`src/rtl/uart_pkg.sv`:
```
`default_nettype none
// =============================================================================
// uart_pkg : parity modes, TX/RX state encodings and frame helpers for uart_core
// Revision : 1.0
// =============================================================================
package uart_pkg;

   localparam int PAR_NONE = 0;
   localparam int PAR_EVEN = 1;
   localparam int PAR_ODD  = 2;

   typedef enum logic [2:0] {
      TX_IDLE   = 3'd0,
      TX_START  = 3'd1,
      TX_DATA   = 3'd2,
      TX_PARITY = 3'd3,
      TX_STOP   = 3'd4
   } tx_state_e;

   typedef enum logic [2:0] {
      RX_IDLE      = 3'd0,
      RX_START     = 3'd1,
      RX_DATA      = 3'd2,
      RX_PARITY    = 3'd3,
      RX_STOP      = 3'd4,
      RX_WAIT_HIGH = 3'd5
   } rx_state_e;

   function automatic int frame_cycles(input int data_bits, input int parity,
                                       input int stop_bits, input int clks_per_bit);
      return (1 + data_bits + ((parity != PAR_NONE) ? 1 : 0) + stop_bits) * clks_per_bit;
   endfunction

   // Data is zero-extended to 9 bits; the extra zeros do not change the XOR.
   function automatic logic parity_bit(input logic [8:0] data, input int mode);
      return (mode == PAR_ODD) ? ~(^data) : ^data;
   endfunction

endpackage
`default_nettype wire

```
`src/rtl/uart_fifo.sv`:
```
`default_nettype none
// =============================================================================
// uart_fifo : synchronous show-ahead FIFO holding received UART frames
// Revision  : 1.0
// =============================================================================
module uart_fifo #(
   parameter int WIDTH = 10,
   parameter int DEPTH = 4
) (
   input  logic             clk,
   input  logic             reset,
   input  logic             push,
   input  logic [WIDTH-1:0] push_data,
   input  logic             pop,
   output logic [WIDTH-1:0] head_data,
   output logic             empty,
   output logic             full
);

   localparam int PTR_W = $clog2(DEPTH);
   localparam logic [PTR_W:0]   DEPTH_C = (PTR_W+1)'(DEPTH);
   localparam logic [PTR_W-1:0] PTR_ONE = PTR_W'(1);
   localparam logic [PTR_W:0]   CNT_ONE = (PTR_W+1)'(1);

   logic [WIDTH-1:0] mem_q [DEPTH];
   logic [WIDTH-1:0] mem_d [DEPTH];
   logic [PTR_W-1:0] wr_ptr_q, wr_ptr_d;
   logic [PTR_W-1:0] rd_ptr_q, rd_ptr_d;
   logic [PTR_W:0]   count_q, count_d;
   logic             do_push;
   logic             do_pop;

   assign empty     = (count_q == '0);
   assign full      = (count_q == DEPTH_C);
   assign do_pop    = pop && !empty;
   // A pop in the same cycle frees the slot, so a full FIFO still accepts.
   assign do_push   = push && (!full || do_pop);
   assign head_data = empty ? '0 : mem_q[rd_ptr_q];

   always_comb begin
      mem_d    = mem_q;
      wr_ptr_d = wr_ptr_q;
      rd_ptr_d = rd_ptr_q;
      count_d  = count_q;
      if (do_push) begin
         mem_d[wr_ptr_q] = push_data;
         wr_ptr_d        = wr_ptr_q + PTR_ONE;
      end
      if (do_pop) begin
         rd_ptr_d = rd_ptr_q + PTR_ONE;
      end
      case ({do_push, do_pop})
         2'b10:   count_d = count_q + CNT_ONE;
         2'b01:   count_d = count_q - CNT_ONE;
         default: count_d = count_q;
      endcase
   end

   always_ff @(posedge clk) begin
      if (!reset) begin
         wr_ptr_q <= '0;
         rd_ptr_q <= '0;
         count_q  <= '0;
      end else begin
         wr_ptr_q <= wr_ptr_d;
         rd_ptr_q <= rd_ptr_d;
         count_q  <= count_d;
      end
   end

   always_ff @(posedge clk) begin
      mem_q <= mem_d;
   end

endmodule
`default_nettype wire

```
`src/rtl/uart_core.sv`:
```
`default_nettype none
// =============================================================================
// uart_core : full-duplex UART with handshaked TX, mid-bit sampling RX and RX FIFO
// Revision  : 1.0
// =============================================================================
module uart_core
   import uart_pkg::*;
#(
   parameter int DATA_BITS     = 8,
   parameter int PARITY        = 1,
   parameter int STOP_BITS     = 1,
   parameter int CLKS_PER_BIT  = 16,
   parameter int RX_FIFO_DEPTH = 4
) (
   input  logic                 clk,
   input  logic                 reset,
   input  logic [DATA_BITS-1:0] tx_data,
   input  logic                 tx_valid,
   output logic                 tx_ready,
   output logic                 tx,
   input  logic                 rx,
   output logic [DATA_BITS-1:0] rx_data,
   output logic                 rx_parity_err,
   output logic                 rx_frame_err,
   output logic                 rx_valid,
   input  logic                 rx_ready,
   output logic                 rx_overrun,
   output logic                 busy
);

   localparam int CNT_W = $clog2(CLKS_PER_BIT);
   localparam int BIT_W = 4;
   localparam logic [CNT_W-1:0] BIT_LAST  = CNT_W'(CLKS_PER_BIT - 1);
   localparam logic [CNT_W-1:0] HALF_LAST = CNT_W'(CLKS_PER_BIT / 2 - 1);
   localparam logic [CNT_W-1:0] CNT_ONE   = CNT_W'(1);
   localparam logic [BIT_W-1:0] DATA_LAST = BIT_W'(DATA_BITS - 1);
   localparam logic [BIT_W-1:0] STOP_LAST = BIT_W'(STOP_BITS - 1);
   localparam logic [BIT_W-1:0] BIT_ONE   = BIT_W'(1);
   localparam bit               HAS_PARITY = (PARITY != PAR_NONE);

   // ---------------------------------------------------------------- transmitter
   tx_state_e            tx_state_q, tx_state_d;
   logic [CNT_W-1:0]     tx_cnt_q, tx_cnt_d;
   logic [BIT_W-1:0]     tx_bit_q, tx_bit_d;
   logic [DATA_BITS-1:0] tx_shift_q, tx_shift_d;
   logic                 tx_par_q, tx_par_d;
   logic                 tx_q, tx_d;
   logic                 tx_tick;
   logic                 tx_accept;

   assign tx_tick   = (tx_cnt_q == BIT_LAST);
   // Ready already in the last stop cycle so consecutive words leave no idle gap.
   assign tx_ready  = (tx_state_q == TX_IDLE) ||
                      ((tx_state_q == TX_STOP) && tx_tick && (tx_bit_q == STOP_LAST));
   assign busy      = ~tx_ready;
   assign tx_accept = tx_valid && tx_ready;
   assign tx        = tx_q;

   always_comb begin
      tx_state_d = tx_state_q;
      tx_cnt_d   = tx_tick ? '0 : tx_cnt_q + CNT_ONE;
      tx_bit_d   = tx_bit_q;
      tx_shift_d = tx_shift_q;
      tx_par_d   = tx_par_q;
      tx_d       = tx_q;
      if (tx_accept) begin
         tx_state_d = TX_START;
         tx_cnt_d   = '0;
         tx_shift_d = tx_data;
         tx_par_d   = parity_bit(9'(tx_data), PARITY);
         tx_d       = 1'b0;
      end else begin
         case (tx_state_q)
            TX_IDLE: begin
               tx_cnt_d = '0;
               tx_d     = 1'b1;
            end
            TX_START: begin
               if (tx_tick) begin
                  tx_state_d = TX_DATA;
                  tx_bit_d   = '0;
                  tx_d       = tx_shift_q[0];
               end
            end
            TX_DATA: begin
               if (tx_tick) begin
                  if (tx_bit_q == DATA_LAST) begin
                     tx_bit_d = '0;
                     if (HAS_PARITY) begin
                        tx_state_d = TX_PARITY;
                        tx_d       = tx_par_q;
                     end else begin
                        tx_state_d = TX_STOP;
                        tx_d       = 1'b1;
                     end
                  end else begin
                     tx_shift_d = tx_shift_q >> 1;
                     tx_bit_d   = tx_bit_q + BIT_ONE;
                     tx_d       = tx_shift_q[1];
                  end
               end
            end
            TX_PARITY: begin
               if (tx_tick) begin
                  tx_state_d = TX_STOP;
                  tx_bit_d   = '0;
                  tx_d       = 1'b1;
               end
            end
            TX_STOP: begin
               if (tx_tick) begin
                  if (tx_bit_q == STOP_LAST) begin
                     tx_state_d = TX_IDLE;
                  end else begin
                     tx_bit_d = tx_bit_q + BIT_ONE;
                  end
               end
            end
            default: begin
               tx_state_d = TX_IDLE;
               tx_d       = 1'b1;
            end
         endcase
      end
   end

   // ------------------------------------------------------------------- receiver
   logic [1:0]           sync_q, sync_d;
   logic                 rx_s;
   rx_state_e            rx_state_q, rx_state_d;
   logic [CNT_W-1:0]     rx_cnt_q, rx_cnt_d;
   logic [BIT_W-1:0]     rx_bit_q, rx_bit_d;
   logic [DATA_BITS-1:0] rx_shift_q, rx_shift_d;
   logic                 rx_perr_q, rx_perr_d;
   logic                 rx_ferr_q, rx_ferr_d;
   logic                 push_q, push_d;
   logic                 overrun_q, overrun_d;
   logic                 rx_tick;
   logic                 fifo_pop;
   logic                 fifo_empty;
   logic                 fifo_full;
   logic [DATA_BITS+1:0] fifo_head;

   assign sync_d  = {sync_q[0], rx};
   assign rx_s    = sync_q[1];
   assign rx_tick = (rx_cnt_q == BIT_LAST);

   always_comb begin
      rx_state_d = rx_state_q;
      rx_cnt_d   = rx_tick ? '0 : rx_cnt_q + CNT_ONE;
      rx_bit_d   = rx_bit_q;
      rx_shift_d = rx_shift_q;
      rx_perr_d  = rx_perr_q;
      rx_ferr_d  = rx_ferr_q;
      push_d     = 1'b0;
      case (rx_state_q)
         RX_IDLE: begin
            rx_cnt_d = '0;
            if (!rx_s) begin
               rx_state_d = RX_START;
               rx_perr_d  = 1'b0;
               rx_ferr_d  = 1'b0;
            end
         end
         RX_START: begin
            // Half-bit re-check: a line back high by now was only a glitch.
            if (rx_cnt_q == HALF_LAST) begin
               rx_cnt_d   = '0;
               rx_bit_d   = '0;
               rx_state_d = rx_s ? RX_IDLE : RX_DATA;
            end
         end
         RX_DATA: begin
            if (rx_tick) begin
               rx_shift_d = {rx_s, rx_shift_q[DATA_BITS-1:1]};
               if (rx_bit_q == DATA_LAST) begin
                  rx_bit_d   = '0;
                  rx_state_d = HAS_PARITY ? RX_PARITY : RX_STOP;
               end else begin
                  rx_bit_d = rx_bit_q + BIT_ONE;
               end
            end
         end
         RX_PARITY: begin
            if (rx_tick) begin
               rx_perr_d  = (rx_s != parity_bit(9'(rx_shift_q), PARITY));
               rx_bit_d   = '0;
               rx_state_d = RX_STOP;
            end
         end
         RX_STOP: begin
            if (rx_tick) begin
               if (!rx_s) begin
                  rx_ferr_d = 1'b1;
               end
               if (rx_bit_q == STOP_LAST) begin
                  push_d     = 1'b1;
                  rx_state_d = (rx_ferr_q || !rx_s) ? RX_WAIT_HIGH : RX_IDLE;
               end else begin
                  rx_bit_d = rx_bit_q + BIT_ONE;
               end
            end
         end
         RX_WAIT_HIGH: begin
            rx_cnt_d = '0;
            if (rx_s) begin
               rx_state_d = RX_IDLE;
            end
         end
         default: begin
            rx_state_d = RX_IDLE;
         end
      endcase
   end

   assign fifo_pop = rx_valid && rx_ready;

   always_comb begin
      overrun_d = overrun_q;
      if (fifo_pop) begin
         overrun_d = 1'b0;
      end else if (push_q && fifo_full) begin
         overrun_d = 1'b1;
      end
   end

   always_ff @(posedge clk) begin
      if (!reset) begin
         tx_state_q <= TX_IDLE;
         tx_cnt_q   <= '0;
         tx_bit_q   <= '0;
         tx_shift_q <= '0;
         tx_par_q   <= 1'b0;
         tx_q       <= 1'b1;
         sync_q     <= 2'b11;
         rx_state_q <= RX_IDLE;
         rx_cnt_q   <= '0;
         rx_bit_q   <= '0;
         rx_shift_q <= '0;
         rx_perr_q  <= 1'b0;
         rx_ferr_q  <= 1'b0;
         push_q     <= 1'b0;
         overrun_q  <= 1'b0;
      end else begin
         tx_state_q <= tx_state_d;
         tx_cnt_q   <= tx_cnt_d;
         tx_bit_q   <= tx_bit_d;
         tx_shift_q <= tx_shift_d;
         tx_par_q   <= tx_par_d;
         tx_q       <= tx_d;
         sync_q     <= sync_d;
         rx_state_q <= rx_state_d;
         rx_cnt_q   <= rx_cnt_d;
         rx_bit_q   <= rx_bit_d;
         rx_shift_q <= rx_shift_d;
         rx_perr_q  <= rx_perr_d;
         rx_ferr_q  <= rx_ferr_d;
         push_q     <= push_d;
         overrun_q  <= overrun_d;
      end
   end

   uart_fifo #(
      .WIDTH (DATA_BITS + 2),
      .DEPTH (RX_FIFO_DEPTH)
   ) u_rx_fifo (
      .clk       (clk),
      .reset     (reset),
      .push      (push_q),
      .push_data ({rx_perr_q, rx_ferr_q, rx_shift_q}),
      .pop       (fifo_pop),
      .head_data (fifo_head),
      .empty     (fifo_empty),
      .full      (fifo_full)
   );

   assign rx_valid      = ~fifo_empty;
   assign rx_data       = fifo_head[DATA_BITS-1:0];
   assign rx_frame_err  = fifo_head[DATA_BITS];
   assign rx_parity_err = fifo_head[DATA_BITS+1];
   assign rx_overrun    = overrun_q;

endmodule
`default_nettype wire

```
`config.mk`:
```
export PLATFORM = sky130hd
export DESIGN_NAME = uart_core
export DESIGN_NICKNAME = d
export VERILOG_FILES = /design/src/rtl/uart_pkg.sv /design/src/rtl/uart_fifo.sv /design/src/rtl/uart_core.sv
export SDC_FILE = /design/constraint.sdc
export NUM_CORES = 1
export LEC_CHECK = 0
export ABC_AREA = 1
export CAP_MARGIN = 20
export CORE_UTILIZATION = 25
export CTS_CLUSTER_DIAMETER = 30
export CTS_CLUSTER_SIZE = 28
export DETAILED_ROUTE_END_ITERATION = 10
export PLACE_DENSITY_LB_ADDON = 0.08
export SLEW_MARGIN = 20
export SYNTH_ARGS = -nofsm -noshare
export SYNTH_HDL_FRONTEND = slang
export SYNTH_HIERARCHICAL = 1
export SYNTH_SLANG_ARGS = --single-unit
export TNS_END_PERCENT = 5
```
`constraint.sdc`:
```
create_clock -name clk -period 2.9 [get_ports clk]
set_clock_uncertainty 0.15 [all_clocks]
set_input_delay 0.435 -clock clk [delete_from_list [all_inputs] [get_ports clk]]
set_output_delay 0.435 -clock clk [all_outputs]
set_load 0.1 [all_outputs]
```
* Word level (Yosys, flattened, before mapping)
Cells that the tools add are included.
** Operators by class
- Bitwise logic cells :: 7
- $add $sub $neg :: 8
- Eq/ne operators :: 45
- Reduce and logical (&&, ||, !) cells :: 44
- Magnitude comparators :: 3
- Multiplexer cells :: 60
** Operators with widths (count)
- $mux 4 :: 13
- $mux 3 :: 15
- $bwmux 40 :: 1
- $mux 10 :: 4
- $ne 2x2->1 const B :: 19
- $mux 8 :: 4
- $bmux 10 s2 :: 1
- $demux 10 s2 :: 1
- $pmux 3 s6 :: 1
- $reduce_xor 9->1 :: 2
- $add 4x1->4 const B :: 4
- $pmux 4 s4 :: 1
- $ne 3x3->1 const B :: 5
- $pmux 3 s5 :: 1
- $reduce_and 7->1 :: 2
- $eq 3x2->1 const B :: 4
- $eq 3x3->1 const B :: 4
- $eq 4x3->1 const B :: 3
- $pmux 4 s3 :: 1
- $reduce_and 6->1 :: 2
- $mux 1 :: 11
- $reduce_bool 2->1 :: 5
- $logic_not 3->1 :: 3
- $reduce_and 3->1 :: 3
- other kinds (30) :: 57
** Storage, ports and cells
- Bits of input ports :: 13
- Output and inout port bits :: 15
- Word-level logic and storage cells :: 190
- Register bits :: 93

* Depth between registers and ports, before layout
Gate-level depths: netlist of the first run.
- Word-level depth :: 8
- Depth in mapped cells :: 17
- Depth with buffers taken out :: 16

* Cells and area by module
Netlist of the first run, hierarchy kept.
** By module, submodules not included
- uart_core :: cells each 382, area an instance 2595.0 sq um, seq. area each 920.9 sq um, times used 1
- uart_fifo :: cells each 188, area an instance 2015.7 sq um, seq. area each 1341.3 sq um, times used 1

* Worst setup path before layout of the first run
Ideal clock, no wire load.
- Path type :: register -> output
- Start point :: reg u_rx_fifo.rd_ptr_q[0]
- End point :: out rx_data[0]
- Setup slack :: 0.087 ns
- Data required time :: 2.315 ns
- Cell stages (with the launch flop) :: 6
- Buffers on the path :: 1
- Arrival :: 2.228 ns
- Path through :: dfxtp_1 buf_6 nor2_1 nor2_1 o21ai_1 a21oi_1
** Between the ends
- Word-level cells in the longest chain between the ends :: 5
** Ends and longest elaborated chain
- start, declared :: line uart_fifo.sv:28 : logic [PTR_W-1:0] rd_ptr_q, rd_ptr_d;
- start signal, assigned :: line uart_fifo.sv:66 : rd_ptr_q <= rd_ptr_d;
- $not 2->3 (not written as such) :: line uart_fifo.sv:38 : assign head_data = empty ? '0 : mem_q[rd_ptr_q];
- $bmux 10 s2 :: line uart_fifo.sv:38
- $mux 10 (not written as such) (2 in a row) :: line uart_fifo.sv:38
- $mux 10 :: line uart_fifo.sv:38
- end, declared :: line uart_core.sv:22 : output logic [DATA_BITS-1:0] rx_data,
Every way passes these cells. The select of a mux whose other input is x is not followed.

* Worst setup path in the final report of the first run
- Start point :: reg u_rx_fifo.count_q[0]
- End point :: reg u_rx_fifo.count_q[2]
** Between the ends
- Word-level cells in the longest chain between the ends :: 8
- Elaborated cells between the ends (all ways) :: 15
- Classes of those cells :: 2 x add/sub; 3 x eq/ne; 1 x mux; 1 x bitwise; 8 x reduce/logical
** Ends and longest elaborated chain
- start, declared :: line uart_fifo.sv:29 : logic [PTR_W:0] count_q, count_d;
- start signal, assigned :: line uart_fifo.sv:67 : count_q <= count_d;
- $logic_not 3->1 * :: line uart_fifo.sv:33 : assign empty = (count_q == '0);
- net fifo_empty :: line uart_core.sv:140 : logic fifo_empty;
- $not 1->1 * :: line uart_core.sv:277 : assign rx_valid = ~fifo_empty;
- $logic_and 1x1->1 * :: line uart_core.sv:216 : assign fifo_pop = rx_valid && rx_ready;
- net fifo_pop :: line uart_core.sv:139 : logic fifo_pop;
- $logic_and 1x1->1 * :: line uart_fifo.sv:35 : assign do_pop = pop && !empty;
- $logic_or 1x1->1 :: line uart_fifo.sv:37 : assign do_push = push && (!full || do_pop);
- $logic_and 1x1->1 :: line uart_fifo.sv:37
- $eq 2x1->1 or $eq 2x2->1 (tied branches) :: line uart_fifo.sv:52 : case ({do_push, do_pop})
- $pmux 3 s2 or $reduce_bool 2->1 (tied branches)
Mark *: on every way through the listed nets, which the timed path passes. The rest lies on a longest branch.
A chain may end at the register's enable or synchronous reset.

==> results of run 1 <==
layout by cell type (no fill, tap or decap), types with 18 or more instances in the layout:
| master | count |
|---|---|
| nand3_1 | 42 |
| a21oi_1 | 37 |
| nor2_1 | 93 |
| inv_2 | 18 |
| dfxtp_1 | 53 |
| nand2_1 | 108 |
| edfxtp_1 | 40 |
| o21ai_1 | 29 |
| o21ai_0 | 20 |
| inv_1 | 50 |
power groups by stage:
stage	logic, W	clock network (W)	registers, W
after floorplan	0.000953	0	0.00158
after global placement	0.00119	0	0.00157
after detailed placement	0.00119	0	0.00157
after CTS	0.00119	0.00122	0.00154
after global routing	0.00133	0.00127	0.00155
final	0.00118	0.00117	0.00154
cell type report:
class                      count  share of cell area (%)
timing repair buffer          38                    7.98
tap                          229                    5.19
clock buffer                  12                    4.28
multi-input combinational    393                    35.9
inverter                      70                    4.80
clock inverter                 4                   0.906
sequential                    93                    41.0
synthesized netlist by cell type, types with 3 or more instances:
library cell	n
nand2_1	108
nor2_1	93
dfxtp_1	53
inv_1	50
nand3_1	42
edfxtp_1	40
a21oi_1	37
o21ai_1	29
o21ai_0	20
inv_2	18
ha_1	11
nand2_2	9
xnor2_1	9
nor2_2	6
nor3_1	5
buf_2	4
buf_4	4
buf_6	4
nand3_2	3
xor2_1	3
registers in the layout, summed over array words and instances, names as in the netlist, 2 cells and up:
signal	count
tx_shift_q	8
u_rx_fifo/wr_ptr_q	2
tx_cnt_q	4
tx_state_q	3
tx_bit_q	4
u_rx_fifo/rd_ptr_q	2
rx_state_q	3
rx_bit_q	4
u_rx_fifo/count_q	3
sync_q	2
rx_shift_q	8
rx_cnt_q	4
u_rx_fifo/mem_q	40
worst min-delay path by stage:
stage | end | depth (start not counted)
detailed placement | sync_q[1] | 1
floorplan | sync_q[1] | 1
CTS | sync_q[1] | 1
finish | sync_q[1] | 1
global placement | sync_q[1] | 1
global route | sync_q[1] | 1
per-stage QoR:
step / power (W) / cell area (um^2)
floorplan: 0.00253 / 4610
global placement: 0.00275 / 5240
detailed placement: 0.00276 / 5240
CTS: 0.00395 / 5520
global route: 0.00415 / 5520
finish: 0.00389 / 5520
kinds of logic (layout without fill, tap and decap cells):
family | Yosys count | in the layout | synth area share [%]
AO/OA/AOI/OAI | 92 | 92 | 10.6
XOR/XNOR | 12 | 12 | 2.28
adder cells (fa/ha/maj) | 12 | 12 | 3.42
buffers and inverters | 84 | 124 | 7.98
flip-flops | 93 | 93 | 49.1
AND/OR/NAND/NOR | 277 | 277 | 26.6
per-layer routing:
| layer | global-route usage, % | part of all wire [%] | wire length [um] |
|---|---|---|---|
| met4 | 5.56 | 1.7 | 176 |
| met1 | 14.9 | 48 | 4900 |
| met2 | 20.3 | 47 | 4780 |
| met3 | 2.06 | 3.4 | 349 |
| met5 | 0 | 0 | 0 |
==> metrics.md, run 1 <==
| Metric | Value |
|---|---|
| Max_slew headroom | approximately three fifths |
| Sinks on Clock Net | 93 |
| Syn nets | roughly 600 |
| Ranking of synthesized cells by area | edfxtp_1 26%, dfxtp_1 23%, nand2_1 8.8% |
| Initial DRC Count | about 240 |
| CP startpoint kind | flip-flop |
| Distinct cells, synth | 37 |
| Clk pin slew, worst setup/hold paths | ~0.060 ns |
| Yosys reg bits | 93 |
| Fill count | ~2000 |
| Max cap viols | 0 |
| Final hold violations | 0 |
| Worst Path Buf+Inv | 4 |
| Gate power share | a little under a third |
| Post-synth ARST share | 0% |
| CTS tree | yes |
| Routed vias | between 3000 and 4000 |
| Pint | roughly 0.0025 W |
| Crit path capture type | flip-flop |
| Die X | ~140 um |
| Fin cells | 839 |
| Main synth FF type | dfxtp_1 |
| CP startpoint | u_rx_fifo/count_q[0] |
| Data required, critical path | 2.99 ns |
| Slew Limit Fails | 0 |
| First-pass GRT wire length | between 15 and 20 mm |
| Synth top area share | 26.1% |
| Kind of critical path | reg -> reg |
| Post-Syn Area | around 0.0046 mm^2 |
| Vias per inst | approximately 4.3 |
| CP Max Fanout | 5 |
| P_leak | 2.27 nW |
| Min-Delay Path Class | reg -> reg |
| Worst path max stage delay | approximately 0.43 ns |
| Final core occ | a little under a third |
| Placed cell count | just over 800 |
| Levels on crit path | 16 |
| Gp weighted congestion | between 0.8 and 0.9 |
| H-tree levels | 3 |
| Final setup margin | roughly 0.45 ns |
| Nets@finish | 630 |
| Grt total ovfl | 0 |
| Share of layout cells above drive strength 1 | roughly 14% |
| Min Hold Slack | 0.270 ns |
| Initial antenna violation count | 0 |
| Capturing point of the worst reg2reg path | u_rx_fifo/count_q[2] |
| Switching Share | between 30 and 40% |
| Multi-input gate area | 0.00198 mm^2 |
| Clock buffer depth | 2 |
| Drt drc | 0 |
| Die Area | about 0.019 mm^2 |
| Final wirelength | approximately 10 mm |
| Vias in the first global route | between 3000 and 4000 |
| Worst skew pair latency | 0.34 ns |
| Area grow syn2layout | 19.8% |
| Post-Syn Area per Cell | ~8 um^2 |
| Top cell family by delay on the critical path | simple AND/OR/NAND/NOR gates |
| R2R Path Start | u_rx_fifo/count_q[0] |
| Root Buffer | clkbuf_16 |
| CTS Hold Buffers Added | 0 |
| Final setup TNS | 0 ns |
| Core Rows | 49 |
| Routed Antenna Nets | 0 |
| Sequential share of the synthesized area | 49.1% |
| P per Cell Area | between 700 and 800 mW/mm^2 |
| Io pins | 28 |
| Max IR drop VDD | 303 uV |
| Crit path time final | approximately 2.5 ns |
| Initial core utilization | 25.6% |
| R2r setup slk | 0.45 ns |
| RSZ-0062 raised after global routing | no |
| Post-synth EDFFs | 40 |
| Clock network fraction of design power | around 30% |
| CP Cell Sequence | nor2_1 > nand2_1 > inv_1 > nor2_1 > inv_1 > nand3_1 > nand2_1 > ha_1 > inv_1 > fa_1 > inv_1 > nand2_1 > nand3_1 > nand2_1 > nand2_1 > nor2_1 |
| Synth Warn # | 6 |
| Largest net degree at the start of global routing | 25 |
| Leading area contributor after synthesis | edfxtp_1 |
| Most frequent CP cell | nand2_1 |
| Worst reg-to-reg path cell count | 16 |
| Drt pass-1 iters | 5 |
| Core ar. | ~0.018 mm^2 |
| Hold_sp | sync_q[0] |
| Sequential cell area | approximately 0.0023 mm^2 |
| Pre-CTS WS | 0.205 ns |
| Worst Tran Pin Value | between 0.5 and 0.6 ns |
| Setup violations, final | 0 |
| Wire per inst | between 10 and 15 um |
| Ant. Diodes | 0 |
| Slowest CP cell | fa_1 |
| Status | finished clean |
| Count of buffers from port buffering | 27 |
| Post_cts resized | 0 |
| CTS Buf Count | 9 |
| Sequential power share | approximately 40% |
| DP Wirelength | 7.41 mm |
| Setup Fix Bufs, Post-CTS | 0 |
| Crit path arrival time | between 2 and 3 ns |
| Die height | 138 um |
| Final period util | a little over four fifths |
| Peak Freq | 408 MHz |
| Tot GR Track Use | 12.0% |
| Net Switching | 0.00143 W |
| Critical Path Sink | u_rx_fifo/count_q[2] |
| Syn Inst Count | 570 |
Power figures use the tool's default switching activity.
==> inputs of run 2 (changes only) <==
clock period = 2.05 ns   (was 2.9 ns; I/O delays follow)
==> metrics.md, run 2 (synthesis results as in run 1) <==
| Metric | Value |
|---|---|
| Clock buffer depth | 2 |
| Tot GR Track Use | 12.5% |
| Largest registers | u_rx_fifo/mem_q: 40 flops, rx_shift_q: 8 flops, tx_shift_q: 8 flops |
| Grt total ovfl | 0 |
| CP startpoint kind | flip-flop |
| Final wirelength | between 10 and 15 mm |
| P_leak | ~2.5 nW |
| Max cap viols | 0 |
| First-pass GRT wire length | 18.2 mm |
| Routed Antenna Nets | 0 |
| Sequential cell area | 0.00227 mm^2 |
| Kind of critical path | reg -> reg |
| Die height | between 100 and 150 um |
| Initial antenna violation count | 0 |
| Initial DRC Count | around 300 |
| Slew Limit Fails | 0 |
| CP Max Fanout | 4 |
| DP Wirelength | 7.63 mm |
| Core Rows | roughly 50 |
| Clk pin slew, worst setup/hold paths | 0.06 ns |
| Max FFs per register | 40 |
| Fin cells | about 870 |
| Vias in the first global route | around 3800 |
| Status | finished clean |
| Sinks on Clock Net | slightly above 90 |
| Fill count | approximately 1900 |
| Gp weighted congestion | about 0.8 |
| Nets@finish | between 600 and 700 |
| Max IR drop VDD | about 430 uV |
| Final period util | a little over nine tenths |
| Min-Delay Path Class | reg -> reg |
| Share of layout cells above drive strength 1 | between 20% and 30% |
| Worst Tran Pin Value | between 0.4 and 0.5 ns |
| Peak Freq | around 500 MHz |
| Die X | about 140 um |
| Routed vias | 3754 |
| CTS Buf Count | 9 |
| Worst skew pair latency | ~0.35 ns |
| Most frequent cells in the layout | 102 x nand2_1, 87 x nor2_1, 45 x dfxtp_1, 42 x inv_1 |
| Die Area | between 0.015 and 0.02 mm^2 |
| Min Hold Slack | around 0.27 ns |
| Area grow syn2layout | 30.8% |
| Crit path time final | between 2 and 2.5 ns |
| Drt pass-1 iters | 5 |
| Setup violations, final | 0 |
| P per Cell Area | 970 mW/mm^2 |
| CTS Hold Buffers Added | 0 |
| Ant. Diodes | 0 |
| Core ar. | 0.0180 mm^2 |
| Crit path arrival time | about 2.1 ns |
| Final setup TNS | 0 ns |
| Placed cell count | 838 |
| Root Buffer | clkbuf_16 |
| Io pins | 28 |
| Drt drc | 0 |
| Crit path capture type | flip-flop |
| CTS tree | yes |
| Largest net degree at the start of global routing | 25 |
| Data required, critical path | 2.14 ns |
| Vias per inst | 4.33 |
| Wire per inst | about 12 um |
| Largest Register | u_rx_fifo/mem_q |
| H-tree levels | 3 |
| Multi-input gate area | between 0.002 and 0.0025 mm^2 |
| Most common cell after layout, fill and taps aside | nand2_1 |
| RSZ-0062 raised after global routing | yes |
| Final hold violations | 0 |
| Count of buffers from port buffering | 27 |
| Initial core utilization | approximately a quarter |
| Max_slew headroom | a little over two thirds |
| Total power | 0.00585 W |
## run 2: cell count changes in the layout (fill, tap and decap cells not counted), sizes merged
cell and delta:
inv +1, buf +27, bufinv +1, clkinv -2, clkinvlp +1
## run 2: worst max-delay path, cell delays in order (launching register included)
cell and delay, ns:
dfxtp_2 0.33, nor2_4 0.11, nand2_2 0.06, inv_2 0.07, nor2_4 0.05, inv_2 0.05
nand3_2 0.08, nand2_2 0.10, ha_4 0.14, inv_2 0.05, fa_2 0.40, inv_2 0.07
nand2_2 0.05, nand3_2 0.06, nand2_1 0.05, nand2_1 0.05, nor2_1 0.04
## run 2: area by class of cell
class | count | share of cell area [%]
timing repair buffer | 66 | 12.3
inverter | 70 | 4.52
tap | 229 | 4.75
multi-input combinational | 393 | 35.5
sequential | 93 | 37.7
clock inverter | 5 | 1.39
clock buffer | 11 | 3.86
## run 2: report_power, final
part | total (W) | switching [W] | internal (W)
registers | 0.00218 | 0.000128 | 0.00205
clock network | 0.00180 | 0.000727 | 0.00107
logic | 0.00187 | 0.00122 | 0.000651
total | 0.00585 | 0.00207 | 0.00378
## run 2: metal layers
metal | global-route usage [%] | wire length [um] | share of wire [%] | vias to the layer above
li1 | - | - | - | 1965
met1 | 16.0 | 5140 | 48 | 1730
met2 | 20.3 | 5120 | 48 | 47
met3 | 1.99 | 258 | 2.4 | 12
met4 | 5.98 | 221 | 2.1 | 0
met5 | 0 | 0 | 0 | -
## run 2: timing repair
action                     4_1_cts  5_1_grt
gates resized for setup         28       27
buffers inserted                 8        3
pin swaps                       11       15
cloned                           0        2
setup endpoints to repair       14       55
## run 2: final timing paths
| kind | startpoint | end | slack [ns] | cells after the start |
|---|---|---|---|---|
| worst min register to register | sync_q[0] | sync_q[1] | 0.27 | 1 |
| worst max-delay path | u_rx_fifo/count_q[0] | u_rx_fifo/count_q[2] | 0.04 | 16 |
| worst min-delay path | sync_q[0] | sync_q[1] | 0.27 | 1 |
| worst max register to register | u_rx_fifo/count_q[0] | u_rx_fifo/count_q[2] | 0.04 | 16 |
## run 2: through the flow
stage	util, %	worst slack (ns)	instance area [um^2]
after global placement	30.2	-0.400	5440
after CTS	32.8	-0.0146	5910
after detailed placement	30.2	-0.447	5440
after floorplan	-	-0.447	4660
after global routing	33.5	-0.0953	6030
final	33.5	0.0442	6030
==> variant: new RTL, config.mk and constraints of run 2 <==
The parameter `DATA_BITS` goes from 8 to 6.
--- a/src/rtl/uart_core.sv
+++ b/src/rtl/uart_core.sv
@@ -6,7 +6,7 @@
 module uart_core
    import uart_pkg::*;
 #(
-   parameter int DATA_BITS     = 8,
+   parameter int DATA_BITS     = 6,
    parameter int PARITY        = 1,
    parameter int STOP_BITS     = 1,
    parameter int CLKS_PER_BIT  = 16,
Interface: changed (resized rx_data and tx_data); port bits go from 28 to 24. The function was not compared with the original's and may differ.
==> variant against run 2 <==
Sequential share of layout area down 1.1 points. Power down 14%. Worst setup slack worse by 36 ps. Wire length down 15%. Final area down 12%. Die area down 11%. Non-clock buffer count down 12. Clock power down 7%. Area after synthesis down 12%. Via count down 11%. Utilization up 0.056 points. Sequential cell count down 12. Highest routed layer unchanged.
==> variant: results (changes against run 2) <==
clock latency on the worst-skew pair roughly 340 ps; Top Registers u_rx_fifo/mem_q (32), rx_shift_q (6), tx_shift_q (6) (was u_rx_fifo/mem_q (40), rx_shift_q (8), tx_shift_q (8)); ant diodes 0 (unchanged); DP HPWL 6.586 mm (was 7.631 mm); Lkg Pwr 0.002221 uW (was 0.002460 uW); Max stage delay cell, worst path fa_2 (unchanged); first-pass detailed-route iteration total 4 (was 5); library cells used by synthesis 33 (was 37); routing usage on met2 18.78% (was 20.30%); outcome finished clean (unchanged); Hold Slack 277.2 ps (was 266.4 ps); Post-synth EDFFs 32 (was 40); Seq/Total Area, Yosys 47.65% (was 49.06%); Peak VDD IR 0.001028 V (was 0.0004292 V); gr usage total 11.68% (was 12.47%); R2R setup slack 8 ps (was 40 ps); worst hold path endpoint sync_q[1] (unchanged); first-pass GRT wire length 15.10 mm (was 18.19 mm); GRT met3 Usage 2.147% (was 1.987%); IO buf count 23 (was 27); part of the power in combinational logic 30.5% (was 31.9%); placed cell count 768 (was 838); met1 Resource Use GR 15.10% (was 16.03%); per-cell routed wire length 11.62 um (was 12.39 um); Post-Syn Nets 537 (was 595); vias post-DR 3327 (was 3754); Final nets 594 (was 658); synth top area cells dfxtp_1, edfxtp_1, nor2_1 (was edfxtp_1, dfxtp_1, nand2_1); Cells after Synth 512 (was 570); Rel. slew slack 75.05% (was 70.70%); switch share 35.82% (was 35.41%); top cells by count, synth nor2_1, nand2_1, inv_1 (was nand2_1, nor2_1, dfxtp_1); layout cell share with drive strength beyond 1 22.65% (was 25.24%); GP Congestion 0.7399 (was 0.7982); drt total wl 9.180 mm (was 10.75 mm)
variant: changes by cell type after synthesis, sizes merged, moves of 3 or more:
| cell | before | now |
|---|---|---|
| nand2 | 118 | 101 |
| o21ai | 52 | 35 |
| a21oi | 38 | 28 |
| inv | 69 | 60 |
| edfxtp | 40 | 32 |
| buf | 12 | 5 |
| nand3 | 46 | 51 |
| dfxtp | 53 | 49 |
| xor2 | 3 | 6 |
variant: layout make-up:
class	instances	area, sq um
Clock buffer	9	225.2
Clock inverter	7	76.32
Fill cell	1719	10560
Inverter	63	251.5
Multi-Input combinational cell	360	1952
Sequential cell	81	1952
Tap cell	216	270.3
Timing Repair Buffer	54	596.8
variant: worst max path at each step:
stage                                     start                   end  depth (start not counted)
after floorplan           u_rx_fifo/rd_ptr_q[0]            rx_data[2]                          6
after detailed placement               rx_ready  u_rx_fifo/count_q[2]                         14
after CTS                           tx_bit_q[0]              tx_ready                          8
final                      u_rx_fifo/count_q[0]  u_rx_fifo/count_q[2]                         16
after global placement                 rx_ready  u_rx_fifo/count_q[2]                         14
after global routing       u_rx_fifo/count_q[0]  u_rx_fifo/count_q[2]                         16
variant: kinds of logic (layout without fill, tap and decap cells):
kind of cell | Yosys count | after routing | synth area share (%)
xor gates and xnor gates | 13 | 13 | 2.794
buffers and inverters | 71 | 133 | 7.614
DFF | 81 | 81 | 47.65
adders and majority gates | 14 | 14 | 4.483
and+or+nand+nor | 268 | 268 | 29.23
AOI/OAI and AO/OA | 65 | 65 | 8.228
variant: per-layer routing:
layer  vias up  routed length, um
met5         -                  0
met4         0                183
met3        12                266
met2        44               4224
met1      1493               4505
li1       1778                  -
variant: critical path, delay by kind of cell, from the launching register on:
family / cells / cell delay [ps]
DFF: 1 / 340
and+or+nand+nor: 10 / 680
buffers and inverters: 4 / 220
adders and majority gates: 2 / 560
variant: power groups by stage:
stage | combinational, uW | clock [uW] | sequential, uW
6_report | 1540 | 1670 | 1850
3_5_place_dp | 1520 | 0 | 1880
4_1_cts | 1530 | 1720 | 1850
2_1_floorplan | 1060 | 0 | 1930
5_1_grt | 1690 | 1780 | 1860
3_3_place_gp | 1510 | 0 | 1880
variant: stage by stage:
step                setup TNS (ps)  instance area (sq um)  util (%)  setup WS (ps)
floorplan                   -608.5                   4164         -         -81.86
global placement            -319.4                   4908     30.90         -190.4
detailed placement          -558.8                   4908     30.90         -219.0
CTS                         -73.80                   5221     32.87         -73.80
global route                -315.0                   5324     33.51         -114.3
finish                           0                   5324     33.51          8.390
variant: repair_timing:
item,in CTS,in global routing
cloned,0,0
pin swaps,0,10
buffers inserted,0,6
hold buffers,0,0
endpoints found under the setup margin,12,12
gates resized for setup,7,21
